[src/rtl/bmr_tdee_mem_pkg.sv]
// Shared constants and state type for the on-chip memory block-copy master.
package bmr_tdee_mem_pkg;

    localparam int MEM_ADDR_W = 14;
    localparam int MEM_DATA_W = 32;
    localparam int MEM_DEPTH  = 10024;

    typedef enum logic [2:0] {
        ST_IDLE  = 3'd0,
        ST_READ  = 3'd1,
        ST_WAIT  = 3'd2,
        ST_WRITE = 3'd3,
        ST_DONE  = 3'd4
    } copy_state_e;

endpackage

[src/rtl/bmr_tdee_copy_range_chk.sv]
// Combinational legality check of a copy command (empty, out of range, unsafe overlap).
module bmr_tdee_copy_range_chk
    import bmr_tdee_mem_pkg::*;
#(
    parameter int ADDR_W = MEM_ADDR_W,
    parameter int DEPTH  = MEM_DEPTH
) (
    input  logic [ADDR_W-1:0] src_i,
    input  logic [ADDR_W-1:0] dst_i,
    input  logic [ADDR_W:0]   len_i,
    output logic              reject_o,
    output logic              is_empty_o
);
    // Two extra bits: max src plus max len cannot overflow the sum.
    localparam int SUM_W = ADDR_W + 2;

    logic [SUM_W-1:0] src_end;
    logic [SUM_W-1:0] dst_end;
    logic [SUM_W-1:0] depth_w;
    logic             out_of_range;
    logic             overlap;

    assign depth_w      = SUM_W'(DEPTH);
    assign src_end      = SUM_W'(src_i) + SUM_W'(len_i);
    assign dst_end      = SUM_W'(dst_i) + SUM_W'(len_i);
    assign out_of_range = (src_end > depth_w) || (dst_end > depth_w);
    // A forward copy is only corrupted when dst lands inside the source window.
    assign overlap      = (src_i < dst_i) && (SUM_W'(dst_i) < src_end);
    assign is_empty_o   = (len_i == '0);
    assign reject_o     = is_empty_o || out_of_range || overlap;

endmodule

[src/rtl/bmr_tdee_mem_copy_master.sv]
// Avalon-MM initiator copying a block of words within the single-port on-chip memory.
// Define MEM_COPY_CHECKSUM_EN to build the additive checksum of copied words.
module bmr_tdee_mem_copy_master
    import bmr_tdee_mem_pkg::*;
#(
    parameter int ADDR_W       = MEM_ADDR_W,
    parameter int DATA_W       = MEM_DATA_W,
    parameter int DEPTH        = MEM_DEPTH,
    parameter int READ_LATENCY = 1
) (
    input  logic                clk_i,
    input  logic                reset_i,
    input  logic                start_i,
    input  logic [ADDR_W-1:0]   src_i,
    input  logic [ADDR_W-1:0]   dst_i,
    input  logic [ADDR_W:0]     len_i,
    output logic                busy_o,
    output logic                done_o,
    output logic                err_o,
    output logic [DATA_W-1:0]   checksum_o,
    output logic [ADDR_W-1:0]   address_o,
    output logic [DATA_W/8-1:0] byteenable_o,
    output logic                chipselect_o,
    output logic                write_o,
    output logic [DATA_W-1:0]   writedata_o,
    input  logic [DATA_W-1:0]   readdata_i,
    output logic                clken_o
);
    localparam int LAT_W = 2;

    copy_state_e       state_q, state_d;
    logic [ADDR_W-1:0] sp_q, sp_d;
    logic [ADDR_W-1:0] dp_q, dp_d;
    logic [ADDR_W:0]   rem_q, rem_d;
    logic [DATA_W-1:0] data_q, data_d;
    logic [LAT_W-1:0]  lat_q, lat_d;
    logic              err_q, err_d;

    logic reject;
    logic is_empty;
    logic accept;
    logic capture;

    bmr_tdee_copy_range_chk #(
        .ADDR_W (ADDR_W),
        .DEPTH  (DEPTH)
    ) u_range_chk (
        .src_i      (src_i),
        .dst_i      (dst_i),
        .len_i      (len_i),
        .reject_o   (reject),
        .is_empty_o (is_empty)
    );

    assign accept  = (state_q == ST_IDLE) && start_i && !reject;
    assign capture = (state_q == ST_WAIT) && (lat_q == '0);

    always_ff @(posedge clk_i) begin
        if (reset_i) begin
            state_q <= ST_IDLE;
        end else begin
            state_q <= state_d;
        end
    end

    always_comb begin
        state_d = state_q;
        case (state_q)
            ST_IDLE:  if (start_i) state_d = reject ? ST_DONE : ST_READ;
            ST_READ:  state_d = ST_WAIT;
            ST_WAIT:  if (lat_q == '0) state_d = ST_WRITE;
            ST_WRITE: state_d = (rem_q == (ADDR_W+1)'(1)) ? ST_DONE : ST_READ;
            ST_DONE:  state_d = ST_IDLE;
            default:  state_d = ST_IDLE;
        endcase
    end

    // Bus strobes drop in the reset cycle itself so an interrupted write never lands.
    always_comb begin
        busy_o       = (state_q == ST_READ) || (state_q == ST_WAIT) || (state_q == ST_WRITE);
        done_o       = (state_q == ST_DONE);
        err_o        = (state_q == ST_DONE) && err_q;
        chipselect_o = ((state_q == ST_READ) || (state_q == ST_WRITE)) && !reset_i;
        write_o      = (state_q == ST_WRITE) && !reset_i;
        address_o    = '0;
        writedata_o  = '0;
        if (state_q == ST_READ) begin
            address_o = sp_q;
        end else if (state_q == ST_WRITE) begin
            address_o   = dp_q;
            writedata_o = data_q;
        end
        byteenable_o = '1;
        clken_o      = 1'b1;
    end

    always_comb begin
        sp_d   = sp_q;
        dp_d   = dp_q;
        rem_d  = rem_q;
        data_d = data_q;
        lat_d  = lat_q;
        err_d  = err_q;
        case (state_q)
            ST_IDLE: begin
                if (start_i) begin
                    sp_d  = src_i;
                    dp_d  = dst_i;
                    rem_d = len_i;
                    err_d = reject && !is_empty;
                end
            end
            ST_READ:  lat_d = LAT_W'(READ_LATENCY - 1);
            ST_WAIT: begin
                if (lat_q == '0) begin
                    data_d = readdata_i;
                end else begin
                    lat_d = lat_q - LAT_W'(1);
                end
            end
            ST_WRITE: begin
                sp_d  = sp_q + ADDR_W'(1);
                dp_d  = dp_q + ADDR_W'(1);
                rem_d = rem_q - (ADDR_W+1)'(1);
            end
            default: ;
        endcase
    end

    always_ff @(posedge clk_i) begin
        if (reset_i) begin
            sp_q   <= '0;
            dp_q   <= '0;
            rem_q  <= '0;
            data_q <= '0;
            lat_q  <= '0;
            err_q  <= 1'b0;
        end else begin
            sp_q   <= sp_d;
            dp_q   <= dp_d;
            rem_q  <= rem_d;
            data_q <= data_d;
            lat_q  <= lat_d;
            err_q  <= err_d;
        end
    end

`ifdef MEM_COPY_CHECKSUM_EN
    logic [DATA_W-1:0] sum_q, sum_d;

    always_comb begin
        sum_d = sum_q;
        if (accept) begin
            sum_d = '0;
        end else if (capture) begin
            sum_d = sum_q + readdata_i;
        end
    end

    always_ff @(posedge clk_i) begin
        if (reset_i) begin
            sum_q <= '0;
        end else begin
            sum_q <= sum_d;
        end
    end

    assign checksum_o = sum_q;
`else
    logic unused_sum;
    assign unused_sum = accept ^ capture;
    assign checksum_o = '0;
`endif

endmodule
[config.mk]
export PLATFORM = sky130hd
export DESIGN_NAME = bmr_tdee_mem_copy_master
export DESIGN_NICKNAME = d
export VERILOG_FILES = /design/src/rtl/bmr_tdee_mem_pkg.sv /design/src/rtl/bmr_tdee_copy_range_chk.sv /design/src/rtl/bmr_tdee_mem_copy_master.sv
export SDC_FILE = /design/constraint.sdc
export NUM_CORES = 1
export LEC_CHECK = 0
export ABC_AREA = 1
export CAP_MARGIN = 30
export CORE_UTILIZATION = 52
export DETAILED_ROUTE_END_ITERATION = 8
export PLACE_DENSITY_LB_ADDON = 0.25
export RECOVER_POWER = 25
export SLEW_MARGIN = 20
export SYNTH_ARGS = -nofsm -noshare
export SYNTH_HDL_FRONTEND = slang
export SYNTH_SLANG_ARGS = --single-unit
[constraint.sdc]
create_clock -name clk_i -period 3.3 [get_ports clk_i]
set_input_delay 0.66 -clock clk_i [delete_from_list [all_inputs] [get_ports clk_i]]
set_output_delay 0.66 -clock clk_i [all_outputs]
set_load 0.005 [all_outputs]
Word level (Yosys, flattened, before mapping)
Index checks and enable logic that the tools add are counted.

Equal/unequal tests: 8. Muxes and demuxes: 17. Magnitude comparators: 4. Add/sub/neg operators: 6. Reduce and logical (&&, ||, !) cells: 23.

Operators with widths (number): 32-bit two-way mux (2); 14-bit two-way mux (4); 14-bit one-hot mux with 2 select lines (2); 14-bit by 15-bit adder with 16-bit output (2); 16-bit by 14-bit greater-than comparator with 1-bit output (second input constant) (2); 15-bit one-hot mux with 2 select lines (1); 14-bit by 1-bit adder with 14-bit output (second input constant) (2); 14-bit by 16-bit less-than comparator with 1-bit output (1); 15-bit by 1-bit equality test with 1-bit output (second input constant) (1); 15-bit logical NOT (1); 15-bit two-way mux (1); 15-bit by 1-bit subtractor with 15-bit output (second input constant) (1); 14-bit less-than comparator (1); 3-bit two-way mux (4); 3-bit one-hot mux with 4 select lines (1); 2-bit AND reduction (5); 3-bit by 2-bit equality test with 1-bit output (second input constant) (2); 1-bit logical OR (6); 2-bit inequality test (second input constant) (3); 1-bit logical AND (5); 2-bit one-hot mux with 2 select lines (1); 2-bit nonzero test (2); 3-bit by 1-bit equality test with 1-bit output (second input constant) (1); 3-bit equality test (second input constant) (1); 5 further kinds (6).

Output and inout port bits: 88. Register bits after elaboration: 81. Bits of input ports: 78.

Longest topological paths before layout
Gate-level depths: netlist of the first run.

Depth in word-level cells: 8. Mapped depth: 22. Depth with buffers taken out: 22.

Cells and area by module
From an unflattened synthesis of the first run, not the netlist that was laid out.

Cell total of the unflattened synthesis: 1252. Area total of the unflattened synthesis: 7587.3 um2.

Modules (own cells, without submodules): bmr_tdee_mem_copy_master (area each 4838.4 um2, instances 1, cells an instance 754); bmr_tdee_copy_range_chk (area each 2748.9 um2, instances 1, cells an instance 498).

Worst setup path before layout of the first run
Ideal clock, no wire load.

Path kind: input port to flip-flop. Start: in src_i[0]. End: reg err_q. Cell stages on the path: 20. Required time: 3.169 ns. Setup time: 0.131 ns. Path slack: 0.311 ns. Path buffers: 0. Arrival: 2.858 ns. Cell sequence: ha_1 -> fa_1 -> nand3_1 -> nand2_1 -> nand2_1 -> nand2_1 -> xnor2_1 -> ha_1 -> inv_1 -> o31a_1 -> nand2_1 -> nand2_1 -> nand2_1 -> nand2_1 -> nand2_1 -> nand2_1 -> nand2_1 -> nand4_1 -> nand2_1 -> a21oi_2.

Cells in the longest elaborated chain, start to end: 6. Elaborated cells between the ends (all ways): 9. Classes of those cells: 1 x add/sub; 3 x order compare; 5 x reduce/logical.

Ends and longest elaborated chain: start, declared (RTL line bmr_tdee_mem_copy_master.sv:14) `input logic [ADDR_W-1:0] src_i,`; 14-bit by 15-bit adder with 16-bit output (RTL line bmr_tdee_copy_range_chk.sv:24) `assign src_end = SUM_W'(src_i) + SUM_W'(len_i);`; 16-bit by 14-bit greater-than comparator with 1-bit output (RTL line bmr_tdee_copy_range_chk.sv:26) `assign out_of_range = (src_end > depth_w) || (dst_end > depth_w);`; 1-bit logical OR (RTL line bmr_tdee_copy_range_chk.sv:26); 1-bit logical OR (RTL line bmr_tdee_copy_range_chk.sv:30) `assign reject_o = is_empty_o || out_of_range || overlap;`; 1-bit logical OR * (RTL line bmr_tdee_copy_range_chk.sv:30); 1-bit logical AND * (RTL line bmr_tdee_mem_copy_master.sv:110) `err_d = reject && !is_empty;`; end signal, assigned (RTL line bmr_tdee_mem_copy_master.sv:144) `err_q <= err_d;`; end, declared (RTL line bmr_tdee_mem_copy_master.sv:37) `logic err_q, err_d;`.

Every way passes the cells marked *; elsewhere a longest branch is shown, timed or not. A chain may end at the register's enable or synchronous reset.

Final worst setup path of the first run
Start: in src_i[8]. End: reg state_q[2].

Cells in the longest elaborated chain, start to end: 8. Elaborated cells between the ends (all ways): 11. Classes of those cells: 1 x add/sub; 3 x order compare; 3 x mux; 4 x reduce/logical.

Ends and longest elaborated chain: 14-bit by 15-bit adder with 16-bit output (RTL line bmr_tdee_copy_range_chk.sv:24); 16-bit by 14-bit greater-than comparator with 1-bit output (RTL line bmr_tdee_copy_range_chk.sv:26); 1-bit logical OR (RTL line bmr_tdee_copy_range_chk.sv:26); 1-bit logical OR (RTL line bmr_tdee_copy_range_chk.sv:30); 1-bit logical OR * (RTL line bmr_tdee_copy_range_chk.sv:30); 3-bit two-way mux * (2 in series) (RTL line bmr_tdee_mem_copy_master.sv:69) `ST_IDLE: if (start_i) state_d = reject ? ST_DONE : ST_READ;`; 3-bit one-hot mux with 4 select lines * (RTL line bmr_tdee_mem_copy_master.sv:68) `case (state_q)`; end signal, assigned (RTL line bmr_tdee_mem_copy_master.sv:62) `state_q <= state_d;`; end, declared (RTL line bmr_tdee_mem_copy_master.sv:31) `copy_state_e state_q, state_d;`.

Every way passes the cells marked *; elsewhere a longest branch is shown, timed or not. The select of a mux whose other input is x is not followed.

==> run_results.csv, run 1 <==
group,metric,value,unit
routing,drc,0,
setup_path,crit_type,"in2reg",
routing,met1_length,9270,um
die,rows,42,
logic_synthesis,async_flop_share,0,
cts,cts_root_buf,"clkbuf_16",
global_route,track_usage,0.297,
logic_synthesis,syn-instance-count,1138,
cts,cts_setup_buffers,0,
sta,fin_crit,3.12,ns
placed_design,dpl_cell_area,8830,um^2
setup_path,crit_fanout,4,
routing,route.met3.wl,1630,um
finish,multi_input_area,4620,um^2
logic_synthesis,synth_warnings,0,
placed_design,gp_congestion,0.906,
logic_synthesis,netlist_top_cells_area,"dfxtp_1 (23%), nand2_1 (13%), ha_1 (10%), inv_1 (9.7%), nor2_1 (6.6%)",
power,power_frac_comb,0.344,
routing,num_vias,8039,
finish,drive_gt1_frac,0.106,
setup_path,cp-end-kind,"register",
cts,cts_buffers,9,
finish,regArea,1620,um^2
setup_path,start_kind,"primary input",
logic_synthesis,ys.flop_type,"dfxtp_1",
cts,clock_sinks,81,
worst_hold_path,hold_class,"reg2reg",
sta,setup_viol,0,
logic_synthesis,ys_seq_area_frac,0.230,
sta,slew_headroom,0.172,
cts,cts_tree,"built",
power,netSwitchingFraction,0.351,
setup_path,crit_arrival,3.40,ns
job,cap_violations,0,
finish,final_util,0.704,
finish,area_growth,32.1,%
placed_design,hpwl,16100,um
finish,n_fill_cell,1193,
global_route,grt_antenna_before_repair,0,
sta,worst_pin_slew,1.24,ns
die,core_area,13200,um^2
logic_synthesis,synth_area,7060,um^2
routing,drtAntennaViolNets,0,
routing,viasPerCell,5.38,
global_route,grt_pass1_vias,7221,
global_route,grt_start_max_net_pins,65,
sta,timing.final.crit_share,0.946,
finish,fin_area,9320,um^2
logic_synthesis,synth_area_leader_cell,"dfxtp_1",
routing,wl_met2,9620,um
die,boundaryPins,166,
logic_synthesis,synth_cell_types,49,
sta,clock_skew,0.00859,ns
cts,insertion_delay,0.35,ns
logic_synthesis,avgSynthCellArea,6.20,um^2
power,seq_power_share,0.347,
routing,drt_first_pass_iters,6,
routing,drtIter0Drc,565,
die,dieHeight,119,um
die,die_area,14000,um^2
die,initial_core_util,0.533,
sta,fmax,320,MHz
cts,path_clk_slew,0.07,ns
logic_synthesis,synth_edf_count,0,
sta,hold_viol_final,0,
power,power.internal,2.04,mW
power,leakage,4.35,nW
cts,ctsHoldBuffers,0,
logic_synthesis,ys_seq_elements,81,
cts,htree_levels,3,
power,clkPwrFrac,0.309,
cts,cts_buffer_depth,2,
routing,routed_wl,21200,um
routing,top_layer,"met4",
finish,nets,1451,
power,power_density,337,nW/um^2
die,die_w,119,um
finish,diodes,0,
routing,avgRoutedWirePerCell,14.2,um
power,power_switching,1.10,mW
power,ir_worst_vdd,0.297,mV
global_route,grt_pass1_wl,34000,um
setup_path,cp.required,3.58,ns
status,status,"finished, final reports clean",
sta,drv_slew,0,
placed_design,portBuffers,128,
logic_synthesis,synth_top_area_frac,0.230,
global_route,grt_overflow,0,
-- metrics by stage --
step           TNS [ns]  hold WS [ns]  worst slack (ns)  power [mW]  std cells
2_1_floorplan         0         0.430             0.311        1.77       1173
3_3_place_gp     -0.797         0.441            -0.294        2.10       1477
3_5_place_dp     -0.944         0.446            -0.344        2.13       1477
4_1_cts               0         0.456            0.0417        3.10       1493
5_1_grt        -0.00407         0.466          -0.00407        3.33       1493
6_report              0         0.454             0.179        3.15       1493
-- cell usage in the layout, fill, tap and decap left out, drive strengths merged, types with 3 or more instances in the layout --
cell / count
a211oi: 11
nand3: 52
dlymetal6s2s: 13
dfxtp: 81
xnor2: 3
o22ai: 14
inv: 191
a31oi: 17
a21oi: 91
clkdlybuf4s50: 113
o211ai: 11
o21ai: 73
nor3: 21
conb: 37
or2: 4
clkbuf: 11
nor2: 129
xor2: 9
nand3b: 7
ha: 59
nand2: 242
o221ai: 9
nor4: 4
clkinv: 3
buf: 73
nand4: 17
-- layer usage --
metal | vias up | global-route usage
li1 | 4007 | -
met5 | - | 0
met3 | 57 | 0.0603
met2 | 369 | 0.480
met4 | 0 | 0.113
met1 | 3606 | 0.389
-- worst max-delay path: stages --
cell and delay, ns:
clkdlybuf4s50_1 0.55, ha_4 0.36, nand2_1 0.10, nor2_1 0.16
nand2_1 0.11, nand3_1 0.10, nand2_1 0.06, ha_1 0.28
a21oi_1 0.14, nor3_1 0.06, a211oi_1 0.21, nand2_1 0.10
nand2_1 0.06, nand2_1 0.05, nand2_1 0.07, nand2_2 0.05
nand4_1 0.09, nand2_1 0.08, a21oi_2 0.11
-- worst paths after layout --
path                            cells after the start               startpoint  slack, ns                       to
worst max-delay path                               19                 src_i[8]       0.18  state_q[2]$_SDFFE_PP0P_
worst min-delay path                                2  data_q[26]$_SDFFE_PP0P_       0.45  data_q[26]$_SDFFE_PP0P_
worst max register to register                     10  state_q[0]$_SDFFE_PP0P_       0.47     sp_q[7]$_SDFFE_PP0P_
worst min register to register                      2  data_q[26]$_SDFFE_PP0P_       0.45  data_q[26]$_SDFFE_PP0P_
-- repair_timing --
action / in CTS / in global routing
endpoints found under the setup margin: 2 / 3
pin swaps: 0 / 8
resized for setup: 1 / 45
hold endpoints to repair: 0 / 0
-- Yosys cell counts, types with 4 or more instances --
cell type,instances
buf_4,37
o221ai_1,9
dfxtp_1,81
nand3_1,49
ha_1,59
nand4_1,17
o21ai_1,9
nor2_2,5
o22ai_1,14
inv_1,183
nor2_1,124
xor2_1,9
buf_2,6
nand2_1,239
a31oi_1,17
nor3_1,20
a211oi_1,11
o21ai_0,64
o211ai_1,11
a21oi_1,88
nand3b_1,7
clkbuf_1,30
inv_2,5
nor4_1,4
-- final cells by class --
type / count / share of cell area
clock buffer: 10 / 0.0256
clock inverter: 6 / 0.00523
inverter: 188 / 0.0757
multi-input combinational: 830 / 0.496
sequential: 81 / 0.174
tap: 176 / 0.0236
timing repair buffer: 202 / 0.200
-- flip-flops by register name, summed over array words and instances, names as in the netlist --
register  flops
sp_q         14
dp_q         14
rem_q        15
lat_q         2
state_q       3
data_q       32
err_q         1
-- power by group through the flow --
stage               clock (mW)  combinational (mW)  sequential, mW
finish                   0.973                1.08            1.09
CTS                      0.981                1.02            1.09
global placement             0               0.992            1.11
detailed placement           0                1.02            1.11
global route              1.02                1.21            1.10
floorplan                    0               0.668            1.10
-- logic make-up after synthesis --
logic type | share of synthesized area
AO/OA/AOI/OAI | 0.195
flip-flops | 0.230
AND/OR/NAND/NOR | 0.289
adder cells (fa/ha/maj) | 0.110
XOR/XNOR | 0.0149
other | 0.00106
buffers and inverters | 0.160
No activity file was read; power rests on OpenSTA's default activity.
==> run 2, diff against run 1 <==
--- a/config.mk
+++ b/config.mk
@@ -15,3 +15,4 @@
 export SYNTH_ARGS = -nofsm -noshare
 export SYNTH_HDL_FRONTEND = slang
 export SYNTH_SLANG_ARGS = --single-unit
+export TNS_END_PERCENT = 10
==> results of run 2 <==
No change in the layout: final DEF, timing and power equal those of run 1.
==> variant: new RTL, config.mk and constraints of run 1 <==
Put a register stage on the output `writedata_o`. The value now appears one clock later. The other outputs are not delayed to match.
--- a/src/rtl/bmr_tdee_mem_copy_master.sv
+++ b/src/rtl/bmr_tdee_mem_copy_master.sv
@@ -28,4 +28,6 @@
 );
     localparam int LAT_W = 2;
+
+    logic [DATA_W-1:0] writedata_d;
 
     copy_state_e       state_q, state_d;
@@ -84,10 +86,10 @@
         write_o      = (state_q == ST_WRITE) && !reset_i;
         address_o    = '0;
-        writedata_o  = '0;
+        writedata_d  = '0;
         if (state_q == ST_READ) begin
             address_o = sp_q;
         end else if (state_q == ST_WRITE) begin
             address_o   = dp_q;
-            writedata_o = data_q;
+            writedata_d = data_q;
         end
         byteenable_o = '1;
@@ -173,3 +175,7 @@
 `endif
 
+    always_ff @(posedge clk_i) begin
+        writedata_o <= writedata_d;
+    end
+
 endmodule
Function: changed (Yosys sat finds a counterexample within 4 cycles, from zero or initial values and one cycle with reset_i high).
==> variant against run 1 <==
Cell area rose by 12%; die area rose by 9.6%; routed wire length rose by 7.7%; setup slack improved by 0.017 ns; synthesized cell count rose by 4.1%; first-iteration DRC count fell by 5.5%; via count rose by 3.4%; area after synthesis rose by 9.7%; power rose by 44%; sequential cell count rose by 32; critical endpoint is now write_o; largest power group is now clock.
==> variant: results (changes against run 1) <==
Status - complete, no violations
Total clock buffers created by CTS - 17 (+8)
GRT Overall Usage - 29.88% (+0.16 points)
Logic gate share of total power - 23.5% (-11 points)
Relative slew slack - 30.90% (+14 points)
IO Port Bufs - 128 (unchanged)
Crit path max fanout - 30 (+26)
Worst Reg-to-Reg Cells - 12 (+2)
Clk power - 1990 µW (+100%)
Router iterations before antenna repair - 7 (+1)
Sequential share of the synthesized area - 29.20% (+6.2 points)
Worst vdd ir - 0.3228 mV (+8.8%)
Cell Area, Placed - 0.009603 mm² (+8.8%)
Detailed Route Iter0 Violations - 534 (-5.5%)
Largest registers - data_q: 32 flops, writedata_o: 32 flops, rem_q: 15 flops
Post-synthesis compound-gate area fraction - 16.76% (-2.7 points)
Hold WS - 0.4321 ns (-0.02234 ns)
FILL cells - 1228 (+2.9%)
Routability cong. - 0.9630 (+6.4%)
Placed insts - 1543 (+4.5%)
Share of layout cells above drive strength 1 - 11.49% (+0.86 points)
Fin Clk Skew - 0.006428 ns (-0.002158 ns)
CP delay by family, top - buffers and inverters
Mean Syn Cell Area - 6.538 µm² (+5.4%)
Worst Hold Launch - data_q[12]$_SDFFE_PP0P_
Via density - 5.269 (-2.1%)
Routed wl met2 - 10900 µm (+13%)
Vias in the first global route - 7482 (+3.6%)
Largest net degree at the start of global routing - 35 (-46%)
Critical Path Slowest Stage Cell - clkdlybuf4s50_1
Critical path's largest stage delay - 0.57 ns (+0.02 ns)
CP Launch Point - state_q[2]$_SDFFE_PP0P_
Synth top area cells - dfxtp_1 (29%), nand2_1 (12%), ha_1 (9.5%), inv_1 (9.1%), nor2_1 (6.2%)
Clk pin slew, worst setup/hold paths - 0.06 ns
Static leakage - 0.004873 µW (+12%)
H-tree depth - 4 (+1)
Final HPWL DP - 17290 µm (+7.2%)
Final WL - 22860 µm (+7.7%)
Worst r2r dst - rem_q[10]$_SDFFE_PP0P_
Inserted Diodes - 0 (unchanged)
XOR/XNOR share of the synthesized area - 1.696% (+0.21 points)
CP Capture Point - write_o
Wire per inst - 14.50 µm (+2.0%)
Global-route wire length before repair - 35510 µm (+4.3%)
Clk buf depth - 2 (unchanged)
M1 wire length - 9721 µm (+4.9%)
Arrival time at the worst endpoint - 2.44 ns (-0.96 ns)
Metal3 WL - 1699 µm (+4.0%)
Post-synthesis adder-cell area fraction - 10.05% (-0.98 points)
Path type of the worst min-delay path - reg -> reg
Clk_lat worst skew - 0.41 ns (+0.06 ns)
Worst reg2reg setup slack - 0.53 ns (+0.06 ns)
Post-synth top cells - nand2_1 (250), inv_1 (188), nor2_1 (127)
Layout Utilization - 71.97% (+1.6 points)
Syn. warnings - 0 (unchanged)
Design internal power - 3171 µW (+55%)
End of the worst hold path - writedata_o[12]$_SDFF_PP0_
Hold depth - 2 (unchanged)
Max-slew violation total from the final report - 0 (unchanged)
## variant: final cells by class
cell class,instances,share of cell area [%]
Timing Repair Buffer,215,18.78
Tap cell,184,2.201
Sequential cell,113,21.63
Multi-Input combinational cell,841,44.32
Clock inverter,15,2.117
Clock buffer,17,4.067
Inverter,192,6.890
## variant: timing repair
item / in CTS / in global routing
resized for setup: 0 / 40
setup endpoints to repair: 0 / 3
setup buffers: 0 / 2
## variant: stage by stage
step | TNS, ns | power, µW | worst slack [ns]
6_report | 0 | 4523 | 0.1961
3_3_place_gp | -0.6108 | 2481 | -0.2109
4_1_cts | 0 | 4488 | 0.1593
5_1_grt | -0.007357 | 4740 | -0.007357
3_5_place_dp | -0.7526 | 2501 | -0.2648
2_1_floorplan | 0 | 2131 | 0.4580
## variant: layer usage
layer / up-vias / track usage [%]
met5: - / 0
met4: 0 / 10.34
met3: 39 / 5.037
met2: 318 / 51.97
met1: 3781 / 36.94
li1: 4172 / -
